--- src/rtl/reset_sequencer.sv ---
// Platform reset sequencer: holds all domains in reset until lock, then releases them in order.
// Optional calibration watchdog enabled by defining RESET_SEQ_WATCHDOG_EN.
module reset_sequencer #(
  parameter int N_STAGES    = 4,
  parameter int HOLD_CYCLES = 64,
  parameter int STAGE_GAP   = 16,
  parameter int CALIB_STAGE = 1,
  parameter int WDOG_CYCLES = 1048576
) (
  input  logic                clk,
  input  logic                rst,
  input  logic                mmcm_locked,
  input  logic                calib_done,
  input  logic                soft_rst_req,
  output logic                soft_rst_ack,
  output logic [N_STAGES-1:0] resetn_out,
  output logic                busy,
  output logic                seq_done,
  output logic                calib_timeout
);

  localparam int KW = (N_STAGES > 1) ? $clog2(N_STAGES) : 1;
  localparam logic [15:0]   HOLD_LAST = 16'(HOLD_CYCLES - 1);
  localparam logic [15:0]   GAP_LAST  = 16'(STAGE_GAP - 1);
  localparam logic [KW-1:0] K_LAST    = KW'(N_STAGES - 1);
  localparam logic [KW-1:0] K_CALIB   = KW'(CALIB_STAGE);

  typedef enum logic [2:0] {
    S_WAIT_LOCK,
    S_ASSERT,
    S_RELEASE,
    S_GAP,
    S_WAIT_CALIB,
    S_RUN
  } state_t;

  state_t                state_q, state_d;
  logic [15:0]           cnt_q, cnt_d, cnt_inc;
  logic [KW-1:0]         k_q, k_d;
  logic [N_STAGES-1:0]   resetn_q, resetn_d;
  logic [N_STAGES-1:0]   rel_mask;
  logic                  ack_q, ack_d;
  logic                  busy_q, busy_d;
  logic                  done_q, done_d;
  logic                  pend_q, pend_d;
  logic                  armed_q, armed_d;
  logic                  req_live;
  logic                  soft_fire;
  logic                  timeout_q, timeout_d;

  assign cnt_inc  = (cnt_q == 16'hFFFF) ? cnt_q : cnt_q + 16'd1;
  assign req_live = soft_rst_req & armed_q;

  for (genvar gi = 0; gi < N_STAGES; gi++) begin : g_rel
    assign rel_mask[gi] = (state_q == S_RELEASE) && (k_q == KW'(gi));
  end

  // A request seen while holding reset is parked and only honoured once RUN is reached.
  always_comb begin
    soft_fire = 1'b0;
    if (state_q == S_RUN) begin
      soft_fire = req_live | pend_q;
    end else if (state_q == S_RELEASE || state_q == S_GAP || state_q == S_WAIT_CALIB) begin
      soft_fire = req_live & ~pend_q;
    end
  end

`ifdef RESET_SEQ_WATCHDOG_EN
  localparam logic [20:0] WDOG_LAST = 21'(WDOG_CYCLES - 1);
  logic [20:0] wdog_q, wdog_d;
  logic        wdog_expired;

  always_comb begin
    wdog_d = 21'd0;
    if (state_q == S_WAIT_CALIB) begin
      wdog_d = (wdog_q == 21'h1FFFFF) ? wdog_q : wdog_q + 21'd1;
    end
  end

  assign wdog_expired = (state_q == S_WAIT_CALIB) && !calib_done && (wdog_q == WDOG_LAST);

  always_ff @(posedge clk) begin
    if (rst) begin
      wdog_q <= 21'd0;
    end else begin
      wdog_q <= wdog_d;
    end
  end
`else
  logic wdog_expired;
  logic unused_wdog;
  assign wdog_expired = 1'b0;
  assign unused_wdog  = ^WDOG_CYCLES;
`endif

  always_comb begin
    state_d   = state_q;
    cnt_d     = cnt_inc;
    k_d       = k_q;
    ack_d     = 1'b0;
    pend_d    = pend_q;
    armed_d   = armed_q | ~soft_rst_req;
    timeout_d = timeout_q;

    case (state_q)
      S_WAIT_LOCK: begin
        cnt_d = 16'd0;
        k_d   = '0;
        if (req_live) pend_d = 1'b1;
        if (mmcm_locked) state_d = S_ASSERT;
      end
      S_ASSERT: begin
        if (req_live) pend_d = 1'b1;
        if (cnt_q == HOLD_LAST) begin
          state_d = S_RELEASE;
          cnt_d   = 16'd0;
          k_d     = '0;
        end
      end
      S_RELEASE: begin
        cnt_d = 16'd0;
        if (k_q == K_LAST) begin
          state_d = S_RUN;
        end else if (k_q == K_CALIB) begin
          state_d = S_WAIT_CALIB;
        end else begin
          state_d = S_GAP;
        end
      end
      S_GAP: begin
        if (cnt_q == GAP_LAST) begin
          state_d = S_RELEASE;
          cnt_d   = 16'd0;
          k_d     = k_q + 1'b1;
        end
      end
      S_WAIT_CALIB: begin
        cnt_d = 16'd0;
        if (calib_done) begin
          state_d = S_GAP;
        end else if (wdog_expired) begin
          state_d   = S_ASSERT;
          k_d       = '0;
          timeout_d = 1'b1;
        end
      end
      S_RUN: begin
        cnt_d = 16'd0;
      end
      default: begin
        state_d = S_WAIT_LOCK;
        cnt_d   = 16'd0;
        k_d     = '0;
      end
    endcase

    if (soft_fire) begin
      state_d = S_ASSERT;
      cnt_d   = 16'd0;
      k_d     = '0;
      ack_d   = 1'b1;
      pend_d  = 1'b0;
      armed_d = 1'b0;
    end

    // Lock loss beats any soft request in the same cycle; the request is not consumed.
    if (state_q != S_WAIT_LOCK && !mmcm_locked) begin
      state_d = S_WAIT_LOCK;
      cnt_d   = 16'd0;
      k_d     = '0;
      ack_d   = 1'b0;
      pend_d  = pend_q;
      armed_d = armed_q | ~soft_rst_req;
    end
  end

  always_comb begin
    resetn_d = resetn_q | rel_mask;
    if (state_d == S_WAIT_LOCK || state_d == S_ASSERT) begin
      resetn_d = '0;
    end else if (state_d == S_RUN) begin
      resetn_d = '1;
    end
    busy_d = (state_d != S_RUN);
    done_d = (state_d == S_RUN);
  end

  always_ff @(posedge clk) begin
    if (rst) begin
      state_q   <= S_WAIT_LOCK;
      cnt_q     <= 16'd0;
      k_q       <= '0;
      resetn_q  <= '0;
      ack_q     <= 1'b0;
      busy_q    <= 1'b1;
      done_q    <= 1'b0;
      pend_q    <= 1'b0;
      armed_q   <= 1'b1;
      timeout_q <= 1'b0;
    end else begin
      state_q   <= state_d;
      cnt_q     <= cnt_d;
      k_q       <= k_d;
      resetn_q  <= resetn_d;
      ack_q     <= ack_d;
      busy_q    <= busy_d;
      done_q    <= done_d;
      pend_q    <= pend_d;
      armed_q   <= armed_d;
      timeout_q <= timeout_d;
    end
  end

  assign resetn_out   = resetn_q;
  assign soft_rst_ack = ack_q;
  assign busy         = busy_q;
  assign seq_done     = done_q;

`ifdef RESET_SEQ_WATCHDOG_EN
  assign calib_timeout = timeout_q;
`else
  assign calib_timeout = 1'b0;
  logic unused_timeout;
  assign unused_timeout = timeout_q;
`endif

endmodule

--- config.mk ---
export PLATFORM = sky130hd
export DESIGN_NAME = reset_sequencer
export DESIGN_NICKNAME = d
export VERILOG_FILES = /design/src/rtl/reset_sequencer.sv
export SDC_FILE = /design/constraint.sdc
export NUM_CORES = 1
export LEC_CHECK = 0
export CAP_MARGIN = 20
export CORE_MARGIN = 2
export CORE_UTILIZATION = 35
export CTS_CLUSTER_DIAMETER = 150
export DETAILED_ROUTE_END_ITERATION = 10
export DONT_BUFFER_PORTS = 1
export PLACE_DENSITY = 0.5
export SLEW_MARGIN = 20
export SYNTH_ARGS = -nofsm -noshare
export SYNTH_HDL_FRONTEND = slang
export SYNTH_SLANG_ARGS = --single-unit
--- constraint.sdc ---
create_clock -name clk -period 2.03 [get_ports clk]
set_input_delay 0.406 -clock clk [delete_from_list [all_inputs] [get_ports clk]]
set_output_delay 0.406 -clock clk [all_outputs]
set_load 0.01 [all_outputs]
# Word-level counts from Yosys, hierarchy flattened
# Index checks and enable logic that the tools add are counted.
# Widths: inputs -> output; s select.
# totals
input_bits	5
register_bits	30
# classes
addsub	2
mux	25
n_eq_ne	16
n_bitwise	9
n_reduce_logical	22
# op_table
op	count
$mux 16	3
$pmux 16 s2	1
$mux 3	8
$pmux 3 s6	1
$add 16x1->16 const B	1
$eq 16x16->1 const B	1
$eq 16x4->1 const B	1
$eq 16x6->1 const B	1
$eq 3x3->1 const B	3
$mux 1	8
$eq 3x1->1 const B	2
$eq 3x2->1 const B	2
$logic_not 3->1	2
$pmux 2 s3	1
$reduce_and 3->1	2
$reduce_or 2->1	3
$reduce_or 3->1	2
$logic_and 1x1->1	5
$eq 2x2->1 const B	2
$mux 2	2
$mux 4	1
$not 1->1	4
$or 4x4->4	1
$reduce_bool 2->1	2
11 further kinds	15

# Depth between registers and ports, before layout
# depth
depth_word	10
ltp_mapped	7
ltp_nobuf	7

# Least setup slack after synthesis
# No wires, ideal clock.
# synth_timing
path_kind	register to register
from	register cnt_q[0]
to	register resetn_q[3], in the netlist resetn_out[3]
slack_ns	0.288
arrival_time_ns	1.610
period_less_slack_ns	1.742
required_ns	1.898
path_stages_with_launch	7
setup_time_ns	0.132
cell_sequence	dfxtp_1 > ha_1 > and4bb_2 > nand4_1 > and2_4 > o41ai_2 > a21oi_1
# synth_via
elab_chain_len	8
# synth_lines
item	line_no	text
start, declared	38	logic [15:0] cnt_q, cnt_d, cnt_inc;
start signal, assigned	202	cnt_q <= cnt_d;
$eq 16x4->1 / $eq 16x6->1 (equally long branches)	131, 114	
$mux 3 (on tied branches)	131, 114	
$pmux 3 s6 *	105	case (state_q)
$mux 3 *	157	if (soft_fire) begin
$mux 3 *	167	if (state_q != S_WAIT_LOCK && !mmcm_locked) begin
$eq 3x1->1 / $logic_not 3->1 (equally long branches)	179	if (state_d == S_WAIT_LOCK || state_d == S_ASSERT) begin
$logic_or 1x1->1	179	
$reduce_or 2->1 (no line)	-	
end signal, assigned	204	resetn_q <= resetn_d;
end, declared	40	logic [N_STAGES-1:0] resetn_q, resetn_d;
# Every way passes the cells marked *; elsewhere a longest branch is shown, timed or not.
# A chain may end at the register's enable or synchronous reset.

# Final worst setup path
# layout_timing
from	register cnt_q[0]
to	register cnt_q[2]
# layout_via
elab_chain_len	4
# layout_lines
item	line_no	text
$add 16x1->16 / $eq 16x16->1 (equally long branches)	51	assign cnt_inc = (cnt_q == 16'hFFFF) ? cnt_q : cnt_q + 16'd1;
$mux 16	51	
$mux 16 (on tied branches)	131, 114	
$pmux 16 s2 *	105	
# Marked as above.

==> impl_results.md <==
- Rows: 25
- Simple-Gate Fraction of Synth Area: 31.3%
- Placer Congestion: 0.858
- First-pass GRT wire length: 6250 µm
- Overall global routing resource usage: between 10% and 20%
- Hold-fix buffers at CTS: 0
- Worst path required time: 2230 ps
- Antenna fix cells: 0
- Leak: 0.637 nW
- Synth area leader: dfxtp_1
- Outcome: completed
- Max cap viols: 0
- Clock Sinks: 30
- Syn Nets: 202
- Vias/cell: 5.41
- Crit path max fanout: 16
- Max Used Layer: met4
- Setup TNS: 0 ps
- Layout net count: around 210
- Tightest Pin Transition: 621 ps
- Dpl ws: 80.2 ps
- Largest family of logic cells by synthesized area: simple AND/OR/NAND/NOR gates
- Post-Synth XOR/XNOR Area: 5.16%
- Reg clk slew, reported paths: 60 ps
- CTS tree: built
- Yosys warns: 0
- Max VDD drop: 246 µV
- Critical Path AT: 2120 ps
- Complex-gate fraction of the synthesized area: 17.7%
- Share of layout cells above drive strength 1: 16.1%
- Adder-cell area share of the yosys netlist: 4.42%
- Length of routed met3 wiring: 130 µm
- Yosys cell types: 54
- DRT iter0 DRCs: 29
- Total CTS buffers: 5
- Hold Fails Final Rpt: 0
- Routed wl met2: 1710 µm
- Design Power: around 0.0012 W
- Slew Limit Fails: 0
- Clk_skew: 5.47 ps
- Max Clock Freq: 0.521 GHz
- Register area share after synthesis: 35.4%
- Drt drc: 0
- H-Tree Depth: 2
- Ranking of synthesized cells by area: dfxtp_1 35%, a21oi_1 5.3%, nor2_1 4.6%, xnor2_1 4.6%, ha_1 4.4%
- Grt total ovfl: 0
- Cell Area, Synth: 1700 µm²
- #FFs+latches synth: 30
- Max clock buf depth: 2
- Vias: 1,368
- Synthesized instance count: 191
- Sequential cell area: 601 µm²
- Met1 WL: about 1600 µm
- Mean Syn Cell Area: 8.89 µm²
- Multi-input gate area: about 1100 µm²
- Chip width: 73.7 µm
- Commonest non-fill, non-tap cell in the layout: dfxtp_1
- Final ANT Viol Nets: 0
- Number of I/O port buffers: 0
- Pre-Repair DR Iteration Count: 4
- Routed wire length: 3540 µm
- Mux cell area share after synthesis: 1.77%
- Io pins: 13
- Core footprint: about 4700 µm²
- Die Ht: 73.7 µm
- Setup violations, final: 0
- Layout area overhead: 10.8%
- Final Cycle Share: 94.5%
- Die area: roughly 5400 µm²
- Initial antenna violation count: 0
- DR WL/cell: 14.0 µm
- Worst slew margin: 58.5%
- Largest net degree at the start of global routing: 17
- Starting Density: 36.2%
- WS Path Type: reg -> reg
- HPWL Detailed: 2750 µm
- Clock Latency Late Sink: 280 ps
- FILL cells: 471
- Min cycle time layout: 1920 ps
- Clk root buf: clkbuf_8
- Worst setup EP type: flip-flop
- Most frequent cells in the layout: 30 x dfxtp_1, 21 x nor2_1, 18 x a21oi_1, 14 x nand2_1, 11 x nand3_1
- Vias in the first global route: 1,347
- CP Launch Type: flip-flop
- Synth top area share: 35.4%
- PwrDens: 614 nW/µm²
- Hold crit path type: in -> reg
- Util after Layout: 40.1%
- Final setup margin: 111 ps
-- where the power goes --
part           internal, W  switching (W)  leakage [nW]  total (W)
clock network     0.000273       0.000219        0.0482   0.000492
logic            0.0000254      0.0000365         0.346  0.0000619
registers         0.000594     0.00000696         0.242   0.000601
total             0.000892       0.000262         0.637    0.00115
-- through the flow --
stage          hold slack (ps)  area, µm²  cells
2_1_floorplan              462       1700    191
3_3_place_gp               475       1760    245
3_5_place_dp               480       1760    245
4_1_cts                    175       1860    253
5_1_grt                    178       1880    253
6_report                   187       1880    253
-- synth_stat cells, drive strengths merged --
cell    number
a211o        1
a211oi       2
a21boi       1
a21oi       19
a31oi        1
and2         7
and3         4
and4         2
and4bb       1
buf          5
clkbuf       1
conb         1
dfxtp       30
ha           6
inv          6
mux2i        3
nand2       14
nand2b       2
nand3       11
nand3b       1
nand4        4
nor2        21
nor2b        3
nor3         4
nor3b        5
nor4         4
o21a         1
o21ai        5
o21ba        1
o21bai       1
o22ai        2
o311ai       1
o31ai        1
o32ai        3
o41ai        1
or2          1
or2b         1
or3          3
or3b         1
xnor2        9
xor2         1
-- critical path: stages (launching register included) --
cell and delay [ps]:
dfxtp_1 340, ha_1 220, and4bb_2 240, and4_4 170, nor4_2 410, o21ai_4 220, nor3_1 250
-- layer usage --
layer	track usage (%)	vias to the layer above
li1	-	702
met1	18.9	644
met2	24.4	16
met3	4.66	6
met4	6.87	0
met5	0	-
-- final timing paths --
kind / cells after the start / end / from / slack, ps
min reg2reg: 2 / cnt_q[1] / cnt_q[1] / 490
max: 6 / cnt_q[2] / cnt_q[0] / 110
min: 1 / soft_rst_ack / rst / 190
max reg2reg: 6 / cnt_q[2] / cnt_q[0] / 110
-- cell families after synthesis --
family	Yosys count
xor+xnor	10
other cells	1
flops	30
fa+ha+maj	6
buf+inv	12
simple gates	89
compound gates	40
mux	3
-- state kept, by name (all words and copies together) (netlist names) --
signal,flops
armed_q,1
resetn_out,4
seq_done,1
pend_q,1
k_q,2
state_q,3
soft_rst_ack,1
busy,1
cnt_q,16
-- cell type report --
type	count	area share (%)
Multi-Input combinational cell	149	56.0
Sequential cell	30	31.9
Clock buffer	7	4.59
Tap cell	54	3.59
Timing Repair Buffer	6	2.40
Inverter	6	1.20
Clock inverter	1	0.266
-- timing repair --
action,4_1_cts,5_1_grt
buffers inserted,0,0
endpoints found under the hold margin,0,0
gates resized for setup,0,3
setup endpoints to repair,0,19
No activity file was read; power rests on OpenSTA's default activity.
